==> src/rtl/apb_bcd_master_pkg.sv <==
// Shared types and constants for the APB BCD-subtractor requester.
package apb_bcd_pkg;

    localparam int BCD_W = 12;

    localparam logic [31:0] CTRL_ADDR_DEF = 32'h0;
    localparam logic [31:0] OPA_ADDR_DEF  = 32'h4;
    localparam logic [31:0] OPB_ADDR_DEF  = 32'h8;
    localparam logic [31:0] OUT_ADDR_DEF  = 32'hC;

    typedef enum logic [2:0] {
        ST_IDLE,
        ST_SETUP,
        ST_ACCESS,
        ST_RESP,
        ST_ABORT
    } state_t;

    typedef enum logic [1:0] {
        X_WR_A,
        X_WR_B,
        X_WR_CTRL,
        X_RD_OUT
    } xfer_t;

    // Job-level view used by the sequencer; the transfer engine owns SETUP/ACCESS/ABORT.
    typedef enum logic [1:0] {
        J_IDLE,
        J_BUSY,
        J_RESP
    } job_t;

    function automatic xfer_t next_xfer(input xfer_t x);
        unique case (x)
            X_WR_A:    return X_WR_B;
            X_WR_B:    return X_WR_CTRL;
            X_WR_CTRL: return X_RD_OUT;
            default:   return X_RD_OUT;
        endcase
    endfunction

endpackage

==> src/rtl/apb_bcd_master_if.sv <==
// Request/response handshake plus APB bus signals for apb_bcd_master.
interface apb_bcd_master_if;
    import apb_bcd_pkg::*;

    logic             req_valid;
    logic             req_ready;
    logic [BCD_W-1:0] req_a;
    logic [BCD_W-1:0] req_b;
    logic             rsp_valid;
    logic             rsp_ready;
    logic [BCD_W-1:0] rsp_result;
    logic             rsp_error;

    logic             PSEL;
    logic             PENABLE;
    logic             PWRITE;
    logic [31:0]      PADDR;
    logic [31:0]      PWDATA;
    logic [31:0]      PRDATA;
    logic             PREADY;

    modport master (
        input  req_valid, req_a, req_b, rsp_ready, PRDATA, PREADY,
        output req_ready, rsp_valid, rsp_result, rsp_error,
               PSEL, PENABLE, PWRITE, PADDR, PWDATA
    );

    modport slave (
        output req_valid, req_a, req_b, rsp_ready, PRDATA, PREADY,
        input  req_ready, rsp_valid, rsp_result, rsp_error,
               PSEL, PENABLE, PWRITE, PADDR, PWDATA
    );

endinterface

==> src/rtl/apb_xfer_fsm.sv <==
// Single APB transfer engine (SETUP -> ACCESS[, ABORT]); chains transfers when start meets done.
// Timeout/ABORT path built only with APB_BCD_MASTER_TIMEOUT_EN.
module apb_xfer_fsm
    import apb_bcd_pkg::*;
#(
    parameter int TIMEOUT_CYCLES = 16
) (
    input  logic        PCLK,
    input  logic        PRESET,
    input  logic        start,
    input  logic [31:0] addr,
    input  logic        write,
    input  logic [31:0] wdata,
    output logic        done,
    output logic        abort,
    output logic [31:0] rdata,
    output logic        psel,
    output logic        penable,
    output logic        pwrite,
    output logic [31:0] paddr,
    output logic [31:0] pwdata,
    input  logic [31:0] prdata,
    input  logic        pready
);

    state_t state, state_nxt;
    logic   busy;
    logic   expired;

    always_ff @(posedge PCLK) begin
        if (PRESET) state <= ST_IDLE;
        else        state <= state_nxt;
    end

`ifdef APB_BCD_MASTER_TIMEOUT_EN
    localparam int CW = $clog2(TIMEOUT_CYCLES + 1);
    logic [CW-1:0] wait_cnt;

    // Counts ACCESS cycles of the current transfer; zero in SETUP.
    always_ff @(posedge PCLK) begin
        if (PRESET || state != ST_ACCESS) wait_cnt <= '0;
        else                              wait_cnt <= wait_cnt + CW'(1);
    end

    assign expired = (wait_cnt == CW'(TIMEOUT_CYCLES - 1));
`else
    localparam int unused_tmo = TIMEOUT_CYCLES;
    assign expired = 1'b0;
`endif

    always_comb begin
        state_nxt = state;
        done      = 1'b0;
        abort     = 1'b0;
        unique case (state)
            ST_IDLE:   if (start) state_nxt = ST_SETUP;
            ST_SETUP:  state_nxt = ST_ACCESS;
            ST_ACCESS: begin
                if (pready) begin
                    done      = 1'b1;
                    state_nxt = start ? ST_SETUP : ST_IDLE;
                end else if (expired) begin
                    state_nxt = ST_ABORT;
                end
            end
            ST_ABORT: begin
                abort     = 1'b1;
                state_nxt = ST_IDLE;
            end
            default:   state_nxt = ST_IDLE;
        endcase
    end

    assign busy    = (state == ST_SETUP) || (state == ST_ACCESS);
    assign psel    = busy;
    assign penable = (state == ST_ACCESS);
    assign pwrite  = busy & write;
    assign paddr   = busy ? addr  : 32'h0;
    assign pwdata  = busy ? wdata : 32'h0;
    assign rdata   = prdata;

endmodule

==> src/rtl/apb_bcd_master.sv <==
// Sequences WR_A, WR_B, WR_CTRL, RD_OUT for one BCD subtraction job per request.
// Optional transfer timeout: define APB_BCD_MASTER_TIMEOUT_EN.
module apb_bcd_master
    import apb_bcd_pkg::*;
#(
    parameter logic [31:0] CTRL_ADDR      = CTRL_ADDR_DEF,
    parameter logic [31:0] OPA_ADDR       = OPA_ADDR_DEF,
    parameter logic [31:0] OPB_ADDR       = OPB_ADDR_DEF,
    parameter logic [31:0] OUT_ADDR       = OUT_ADDR_DEF,
    parameter int          TIMEOUT_CYCLES = 16
) (
    input  logic              PCLK,
    input  logic              PRESET,
    apb_bcd_master_if.master  bus
);

    job_t             job, job_nxt;
    xfer_t            xfer;
    logic [BCD_W-1:0] op_a, op_b;
    logic [BCD_W-1:0] res_q;
    logic             rdy_q;
    logic             accept;
    logic             x_start, x_done, x_abort, x_write;
    logic [31:0]      x_addr, x_wdata, x_rdata;
    logic             unused_rdata_hi;

    assign accept = (job == J_IDLE) && rdy_q && bus.req_valid;

    // Next transfer is launched in the same cycle the current one completes.
    assign x_start = accept || (job == J_BUSY && x_done && xfer != X_RD_OUT);

    always_comb begin
        x_addr  = OPA_ADDR;
        x_write = 1'b1;
        x_wdata = {{(32-BCD_W){1'b0}}, op_a};
        unique case (xfer)
            X_WR_A:    ;
            X_WR_B: begin
                x_addr  = OPB_ADDR;
                x_wdata = {{(32-BCD_W){1'b0}}, op_b};
            end
            X_WR_CTRL: begin
                x_addr  = CTRL_ADDR;
                x_wdata = 32'h1;
            end
            X_RD_OUT: begin
                x_addr  = OUT_ADDR;
                x_write = 1'b0;
                x_wdata = 32'h0;
            end
            default:   ;
        endcase
    end

    always_comb begin
        job_nxt = job;
        unique case (job)
            J_IDLE: if (accept) job_nxt = J_BUSY;
            J_BUSY: if ((x_done && xfer == X_RD_OUT) || x_abort) job_nxt = J_RESP;
            J_RESP: if (bus.rsp_ready) job_nxt = J_IDLE;
            default: job_nxt = J_IDLE;
        endcase
    end

    always_ff @(posedge PCLK) begin
        if (PRESET) begin
            job   <= J_IDLE;
            xfer  <= X_WR_A;
            op_a  <= '0;
            op_b  <= '0;
            res_q <= '0;
            rdy_q <= 1'b0;
        end else begin
            job   <= job_nxt;
            rdy_q <= (job_nxt == J_IDLE);
            if (accept) begin
                op_a <= bus.req_a;
                op_b <= bus.req_b;
                xfer <= X_WR_A;
            end else if (job == J_BUSY && x_done && xfer != X_RD_OUT) begin
                xfer <= next_xfer(xfer);
            end
            if (job == J_BUSY && x_done && xfer == X_RD_OUT) res_q <= x_rdata[BCD_W-1:0];
            if (x_abort) res_q <= '0;
        end
    end

`ifdef APB_BCD_MASTER_TIMEOUT_EN
    logic err_q;

    always_ff @(posedge PCLK) begin
        if (PRESET)                                          err_q <= 1'b0;
        else if (x_abort)                                    err_q <= 1'b1;
        else if (job == J_BUSY && x_done && xfer == X_RD_OUT) err_q <= 1'b0;
    end

    assign bus.rsp_error = err_q;
`else
    assign bus.rsp_error = 1'b0;
`endif

    assign bus.req_ready  = rdy_q;
    assign bus.rsp_valid  = (job == J_RESP);
    assign bus.rsp_result = res_q;

    assign unused_rdata_hi = ^x_rdata[31:BCD_W];

    apb_xfer_fsm #(
        .TIMEOUT_CYCLES (TIMEOUT_CYCLES)
    ) u_xfer (
        .PCLK    (PCLK),
        .PRESET  (PRESET),
        .start   (x_start),
        .addr    (x_addr),
        .write   (x_write),
        .wdata   (x_wdata),
        .done    (x_done),
        .abort   (x_abort),
        .rdata   (x_rdata),
        .psel    (bus.PSEL),
        .penable (bus.PENABLE),
        .pwrite  (bus.PWRITE),
        .paddr   (bus.PADDR),
        .pwdata  (bus.PWDATA),
        .prdata  (bus.PRDATA),
        .pready  (bus.PREADY)
    );

endmodule
==> src/flat_wrapper.sv <==
// flat-port wrapper written by rule: the top's interface ports become plain ports
module apb_bcd_master_flat import apb_bcd_pkg::*;
#(
    parameter logic [31:0] CTRL_ADDR      = CTRL_ADDR_DEF,
    parameter logic [31:0] OPA_ADDR       = OPA_ADDR_DEF,
    parameter logic [31:0] OPB_ADDR       = OPB_ADDR_DEF,
    parameter logic [31:0] OUT_ADDR       = OUT_ADDR_DEF,
    parameter int          TIMEOUT_CYCLES = 16
)
  (PCLK, PRESET, bus_req_valid, bus_req_a, bus_req_b, bus_rsp_ready, bus_PRDATA, bus_PREADY, bus_req_ready, bus_rsp_valid, bus_rsp_result, bus_rsp_error, bus_PSEL, bus_PENABLE, bus_PWRITE, bus_PADDR, bus_PWDATA);
  apb_bcd_master_if bus_i ();
  input  logic PCLK;
  input  logic PRESET;
  input wire logic [$bits(bus_i.req_valid)-1:0] bus_req_valid;
  input wire logic [$bits(bus_i.req_a)-1:0] bus_req_a;
  input wire logic [$bits(bus_i.req_b)-1:0] bus_req_b;
  input wire logic [$bits(bus_i.rsp_ready)-1:0] bus_rsp_ready;
  input wire logic [$bits(bus_i.PRDATA)-1:0] bus_PRDATA;
  input wire logic [$bits(bus_i.PREADY)-1:0] bus_PREADY;
  output wire logic [$bits(bus_i.req_ready)-1:0] bus_req_ready;
  output wire logic [$bits(bus_i.rsp_valid)-1:0] bus_rsp_valid;
  output wire logic [$bits(bus_i.rsp_result)-1:0] bus_rsp_result;
  output wire logic [$bits(bus_i.rsp_error)-1:0] bus_rsp_error;
  output wire logic [$bits(bus_i.PSEL)-1:0] bus_PSEL;
  output wire logic [$bits(bus_i.PENABLE)-1:0] bus_PENABLE;
  output wire logic [$bits(bus_i.PWRITE)-1:0] bus_PWRITE;
  output wire logic [$bits(bus_i.PADDR)-1:0] bus_PADDR;
  output wire logic [$bits(bus_i.PWDATA)-1:0] bus_PWDATA;
  assign bus_i.req_valid = bus_req_valid;
  assign bus_i.req_a = bus_req_a;
  assign bus_i.req_b = bus_req_b;
  assign bus_i.rsp_ready = bus_rsp_ready;
  assign bus_i.PRDATA = bus_PRDATA;
  assign bus_i.PREADY = bus_PREADY;
  assign bus_req_ready = bus_i.req_ready;
  assign bus_rsp_valid = bus_i.rsp_valid;
  assign bus_rsp_result = bus_i.rsp_result;
  assign bus_rsp_error = bus_i.rsp_error;
  assign bus_PSEL = bus_i.PSEL;
  assign bus_PENABLE = bus_i.PENABLE;
  assign bus_PWRITE = bus_i.PWRITE;
  assign bus_PADDR = bus_i.PADDR;
  assign bus_PWDATA = bus_i.PWDATA;
  apb_bcd_master #(.CTRL_ADDR(CTRL_ADDR), .OPA_ADDR(OPA_ADDR), .OPB_ADDR(OPB_ADDR), .OUT_ADDR(OUT_ADDR), .TIMEOUT_CYCLES(TIMEOUT_CYCLES)) u_core (.PCLK(PCLK), .PRESET(PRESET), .bus(bus_i));
endmodule
==> config.mk <==
export PLATFORM = sky130hd
export DESIGN_NAME = apb_bcd_master_flat
export DESIGN_NICKNAME = d
export VERILOG_FILES = /design/src/rtl/apb_bcd_master_pkg.sv /design/src/rtl/apb_bcd_master_if.sv /design/src/rtl/apb_xfer_fsm.sv /design/src/rtl/apb_bcd_master.sv /design/src/flat_wrapper.sv
export SDC_FILE = /design/constraint.sdc
export NUM_CORES = 1
export LEC_CHECK = 0
export BUFFER_PORTS_ARGS = -buffer_cell sky130_fd_sc_hd__buf_4
export CORE_AREA = 2 2 86 79
export DETAILED_ROUTE_END_ITERATION = 7
export DIE_AREA = 0 0 88 81
export HOLD_SLACK_MARGIN = 0.06
export MAX_ROUTING_LAYER = met4
export PLACE_DENSITY = 0.83
export SLEW_MARGIN = 10
export SYNTH_ARGS = -nofsm -noshare
export SYNTH_HDL_FRONTEND = slang
export SYNTH_SLANG_ARGS = --single-unit
==> constraint.sdc <==
create_clock -name PCLK -period 1.46 [get_ports PCLK]
set_input_delay 0.292 -clock PCLK [delete_from_list [all_inputs] [get_ports PCLK]]
set_output_delay 0.292 -clock PCLK [all_outputs]
set_load 0.005 [all_outputs]
==> flow_metrics.py, run 1 <==
metrics = {
    "run_status": {
        "outcome": "finished with violations",
        "failed_checks": "negative setup slack",
    },
    "yosys": {
        "ys_async_sr_fraction_pct": 0,
        "ys_seq_elements": 43,
        "avgSynthCellArea_um2": 7.51,
        "synth_area_um2": 2370,
        "synth_edf_count": 0,
        "syn_inst": 315,
        "ys_warn_count": 0,
        "ys_types": 31,
        "seq_area_frac_synth_pct": 36.4,
        "synthFlopType": "dfxtp_1",
    },
    "power": {
        "power_w": 0.00335,
        "leakage_nw": 1.47,
        "power_density_nw_per_um2": 993,
        "ir_drop_mv": 0.620,
    },
    "timing": {
        "setup_tns_ns": -5.23,
        "fmax_mhz": 538,
        "setup_viol": 19,
        "period_minus_slack_ns": 1.86,
        "worst_slack_ns": -0.398,
        "finalMaxSlewViolations": 0,
        "finalHoldViolations": 0,
        "rsz0062_at_grt": "yes",
        "whs_ns": 0.232,
        "fin_crit_sh_pct": 127,
        "skew_ns": 0.00801,
    },
    "setup_path": {
        "r2r_end": "u_core.u_xfer.state[1]",
        "critical-path-slowest-cell": "dfxtp_2",
        "ff2ff_setup_slack_ns": -0.04,
        "reg2regPathDepth": 5,
        "worst-path-buf-inv": 4,
        "critPathMaxFanout": 6,
        "reg2reg_from": "u_core.xfer[0]",
        "cp.depth": 8,
        "max_stage_delay_ns": 0.34,
        "critPathLaunchType": "register",
        "crit_type": "register to output port",
        "endpoint_kind": "output port",
        "arrival_ns": 1.57,
        "crit_family": "buffers and inverters",
        "worstPathRequired_ns": 1.17,
        "cp_cell_sequence": "inv_2, buf_6, ha_4, buf_12, nand2_2, o21ai_2, and2_4, buf_4",
    },
    "global_route": {
        "grt_max_degree": 42,
        "track_usage_pct": 17.3,
        "grt_pass1_wl_um": 9490,
        "grt_pass1_vias": 2110,
        "overflow": 0,
        "antenna_found_initial": 0,
    },
    "cells_and_area": {
        "finalNetCount": 475,
        "post-route-util_pct": 53.2,
        "final_cell_mix": "91 x nand2_1, 83 x buf_4, 51 x conb_1",
        "area_growth_pct": 42.5,
        "insertedDiodeCount": 0,
        "drive_gt1_share_pct": 38.7,
        "layout_commonest_cell": "nand2_1",
    },
    "routing": {
        "wl_um": 6230,
        "wl_per_cell_um": 12.6,
        "drc": 0,
        "initialDrtViolationCount": 114,
        "viasPerCell": 4.52,
        "dr_total_vias": 2241,
        "dr.pass1.iters": 4,
        "ant_nets": 0,
    },
    "hold_path": {
        "hold_path.class": "input pin to register",
        "min_to": "u_core.op_a[3]",
        "hold_depth": 3,
        "hp-start": "bus_req_a[3]",
    },
    "cts": {
        "clkLatencyLatePin_ns": 0.29,
        "cts.sink_count": 43,
        "cts_tree": "built",
        "clkTransAtPathRegs_ns": 0.09,
        "h-tree-depth": 2,
        "cts_max_path_buffers": 2,
        "cts_buffers": 5,
        "cts_hold_buf": 0,
        "root_buffer": "clkbuf_8",
    },
    "placed_design": {
        "dp_hpwl_um": 4070,
        "portBuffers": 71,
        "post-place-ws_ns": -0.192,
        "gp_congestion": 0.756,
    },
    "floorplanning": {
        "coreArea_um2": 6340,
        "io_pins": 143,
        "num_rows": 28,
        "chipHeight_um": 81,
        "start_util_pct": 37.3,
        "die_area_um2": 7130,
        "die_w_um": 88,
    },
    "job": {
        "max-cap-violations": 0,
    },
}
==> state kept, by name (all words and copies together), names as in the netlist <==
name	cells
u_core.bus.req_ready	1
u_core.bus.rsp_result	12
u_core.job	2
u_core.op_a	12
u_core.op_b	12
u_core.u_xfer.state	2
u_core.xfer	2
==> cell usage after synthesis (all sizes together), types with 3 or more instances <==
library cell	number	share of area, %
clkbuf	8	1.3
nand2	101	16
dfxtp	43	36
inv	8	1.3
ha	9	4.8
nor3	3	1.1
a21oi	39	8.2
nor2	3	0.48
buf	59	18
and2	11	2.9
o21ai	12	2.5
==> metrics by stage <==
| stage | instance area (um^2) | instances |
|---|---|---|
| 3_3_place_gp | 2920 | 480 |
| 2_1_floorplan | 2560 | 365 |
| 5_1_grt | 3370 | 496 |
| 4_1_cts | 3240 | 494 |
| 6_report | 3370 | 496 |
| 3_5_place_dp | 2920 | 480 |
==> tightest hold or removal path: stages <==
cell and delay (ns):
buf_4 0.10, nand2_1 0.04, a21oi_1 0.05
==> how the worst max path moves through the flow <==
stage / from / endpoint
after floorplan: u_core.xfer[0] / bus_PWDATA[11]
after global placement: u_core.xfer[1] / bus_PWDATA[7]
after detailed placement: u_core.xfer[0] / bus_PWDATA[4]
after CTS: u_core.xfer[1] / bus_PWDATA[6]
after global routing: u_core.xfer[1] / bus_PWDATA[1]
final: u_core.xfer[1] / bus_PWDATA[7]
==> logic make-up (layout without fill, tap and decap cells) <==
| group | after synthesis | count (layout) | share of synthesized area (%) |
|---|---|---|---|
| compound gates | 59 | 59 | 14.1 |
| buf+inv | 75 | 116 | 20.6 |
| fa+ha+maj | 9 | 9 | 4.76 |
| mux | 1 | 1 | 0.423 |
| flops | 43 | 43 | 36.4 |
| other cells | 1 | 51 | 0.158 |
| simple gates | 127 | 127 | 23.6 |
==> metal layers <==
layer | track usage [%] | share of wire, % | up-vias | wire (um)
met5 | - | 0 | - | 0
met2 | 28.8 | 50 | 94 | 3130
li1 | - | - | 1085 | -
met1 | 20.6 | 40 | 1049 | 2480
met4 | 6.46 | 2.5 | 0 | 158
met3 | 3.86 | 7.3 | 13 | 457
==> timing repair <==
| item | CTS | global route |
|---|---|---|
| setup endpoints to repair | 35 | 35 |
| buffers inserted | 3 | 2 |
| gates resized for setup | 48 | 35 |
| cloned | 3 | 1 |
| pin swaps | 12 | 21 |
==> power breakdown <==
part	switching [W]	internal, W
registers	0.0000464	0.00124
clock network	0.000443	0.000342
logic	0.000556	0.000720
==> layout make-up <==
| type | instances | area, um^2 |
|---|---|---|
| fill | 588 | 2970 |
| multi-input combinational | 247 | 1400 |
| sequential | 43 | 870 |
| timing repair buffer | 100 | 870 |
| tap | 90 | 113 |
| clock buffer | 5 | 68.8 |
| inverter | 8 | 30.0 |
| clock inverter | 3 | 23.8 |
No activity file was read; power rests on OpenSTA's default activity.
==> inputs of run 2 (changes only) <==
--- a/config.mk
+++ b/config.mk
@@ -12,7 +12,8 @@
 export HOLD_SLACK_MARGIN = 0.06
 export MAX_ROUTING_LAYER = met4
 export PLACE_DENSITY = 0.83
-export SLEW_MARGIN = 10
+export SKIP_CTS_REPAIR_TIMING = 1
+export SLEW_MARGIN = 20
 export SYNTH_ARGS = -nofsm -noshare
 export SYNTH_HDL_FRONTEND = slang
 export SYNTH_SLANG_ARGS = --single-unit
==> run 2 against run 1 <==
- via count down 0.80%
- fmax up 1.3%
- the run still ends with negative setup slack left
- utilization down 0.36 points
- largest cell class unchanged
- setup slack better by 0.024 ns
- critical path type unchanged
- cell count up 0.20%
- global-route usage down 1.4 points
==> flow_metrics.py, run 2 (synthesis gave the netlist of run 1 again) <==
metrics = {
    "placed_design": {
        "post-place-ws_ns": -0.192,
        "placed_area_um2": 2920,
        "dp_hpwl_um": 4070,
        "portBuffers": 71,
        "gp_congestion": 0.756,
        "place_inst": 480,
    },
    "setup_path": {
        "crit_top_cell": "buf_6",
        "worstPathRequired_ns": 1.17,
        "critPathLaunchType": "register",
        "critPathLaunch": "u_core.xfer[1]",
        "critPathMaxFanout": 6,
        "reg2reg_from": "u_core.xfer[0]",
        "max_stage_delay_ns": 0.34,
        "crit_type": "register to output port",
        "endpoint_kind": "output port",
        "cp_cell_sequence": "inv_2, buf_6, ha_4, clkbuf_16, o21ai_2, and2_4, buf_6",
        "critical-path-slowest-cell": "dfxtp_2",
        "arrival_ns": 1.54,
    },
    "timing": {
        "setup_tns_ns": -5.75,
        "rsz0062_at_grt": "yes",
        "skew_ns": 0.00907,
        "finalMaxSlewViolations": 0,
        "worst_slack_ns": -0.375,
        "fin_crit_sh_pct": 126,
        "finalHoldViolations": 0,
        "period_minus_slack_ns": 1.83,
        "setup_viol": 31,
        "fmax_mhz": 545,
    },
    "hold_path": {
        "hold_path.class": "input pin to register",
        "hp-start": "bus_req_b[8]",
    },
    "cells_and_area": {
        "final_cell_area_um2": 3350,
        "drive_gt1_share_pct": 39.3,
        "layout_commonest_cell": "nand2_1",
        "insertedDiodeCount": 0,
        "finalNetCount": 476,
        "area_growth_pct": 41.6,
        "n_fill_cell": 592,
        "stdcell_count": 497,
        "final_cell_mix": "90 x nand2_1, 85 x buf_4, 51 x conb_1",
    },
    "routing": {
        "wl_um": 6270,
        "dr_total_vias": 2223,
        "ant_nets": 0,
        "wl_per_cell_um": 12.6,
        "initialDrtViolationCount": 141,
        "dr.pass1.iters": 6,
        "viasPerCell": 4.47,
        "drc": 0,
    },
    "global_route": {
        "grt_pass1_vias": 1992,
        "grt_pass1_wl_um": 8750,
        "overflow": 0,
        "antenna_found_initial": 0,
        "track_usage_pct": 16.0,
        "grt_max_degree": 42,
    },
    "floorplanning": {
        "coreArea_um2": 6340,
        "start_util_pct": 37.3,
        "num_rows": 28,
        "io_pins": 143,
        "die_w_um": 88,
        "die_area_um2": 7130,
        "chipHeight_um": 81,
    },
    "power": {
        "power_density_nw_per_um2": 998,
        "power_w": 0.00334,
        "leakage_nw": 1.48,
        "ir_drop_mv": 0.618,
    },
    "cts": {
        "cts.sink_count": 43,
        "cts_buffers": 5,
        "root_buffer": "clkbuf_8",
        "clkLatencyLatePin_ns": 0.30,
        "cts_max_path_buffers": 2,
        "clkTransAtPathRegs_ns": 0.09,
        "cts_tree": "built",
        "h-tree-depth": 2,
    },
    "job": {
        "max-cap-violations": 0,
    },
    "run_status": {
        "outcome": "finished with violations",
        "failed_checks": "negative setup slack",
    },
}
-- run 2: where the power goes --
group	total (W)	internal [W]	switching, W
Combinational	0.00126	0.000712	0.000546
Clock	0.000787	0.000342	0.000445
Sequential	0.00130	0.00124	0.0000561
-- run 2: worst paths after layout --
path	end	slack [ns]	cells past startpoint
setup / recovery	bus_PWDATA[5]	-0.37	7
hold / removal	u_core.op_b[8]	0.23	3
setup reg to reg	u_core.bus.rsp_result[7]	-0.05	8
hold reg to reg	u_core.bus.rsp_result[11]	0.46	2
-- run 2: final cells by class --
cell class	count	area (um^2)	area share, %
Inverter	8	37.5	1.12
Clock buffer	5	68.8	2.05
Clock inverter	3	23.8	0.710
Sequential cell	43	867	25.9
Tap cell	90	113	3.36
Multi-Input combinational cell	247	1390	41.4
Timing Repair Buffer	101	855	25.5
-- run 2: layer usage --
layer,GRT usage [%],up-vias,wire length [um]
li1,-,1083,-
met1,18.7,1035,2490
met2,26.1,94,3250
met3,4.27,11,427
met4,6.46,0,97
met5,-,-,0
-- run 2: through the flow --
step / utilization [%] / hold WS, ns
final: 52.8 / 0.233
after global routing: 52.8 / 0.232
after CTS: 47.5 / 0.228
after detailed placement: 46.0 / 0.447
after global placement: 46.0 / 0.440
after floorplan: - / 0.368
-- run 2: worst max-delay path, delay by kind of cell, from the launching register on --
family | cells | cell delay, ns
AO/OA/AOI/OAI | 1 | 0.13
buffers and inverters | 4 | 0.41
adder cells (fa/ha/maj) | 1 | 0.19
AND/OR/NAND/NOR | 1 | 0.16
flip-flops | 1 | 0.34
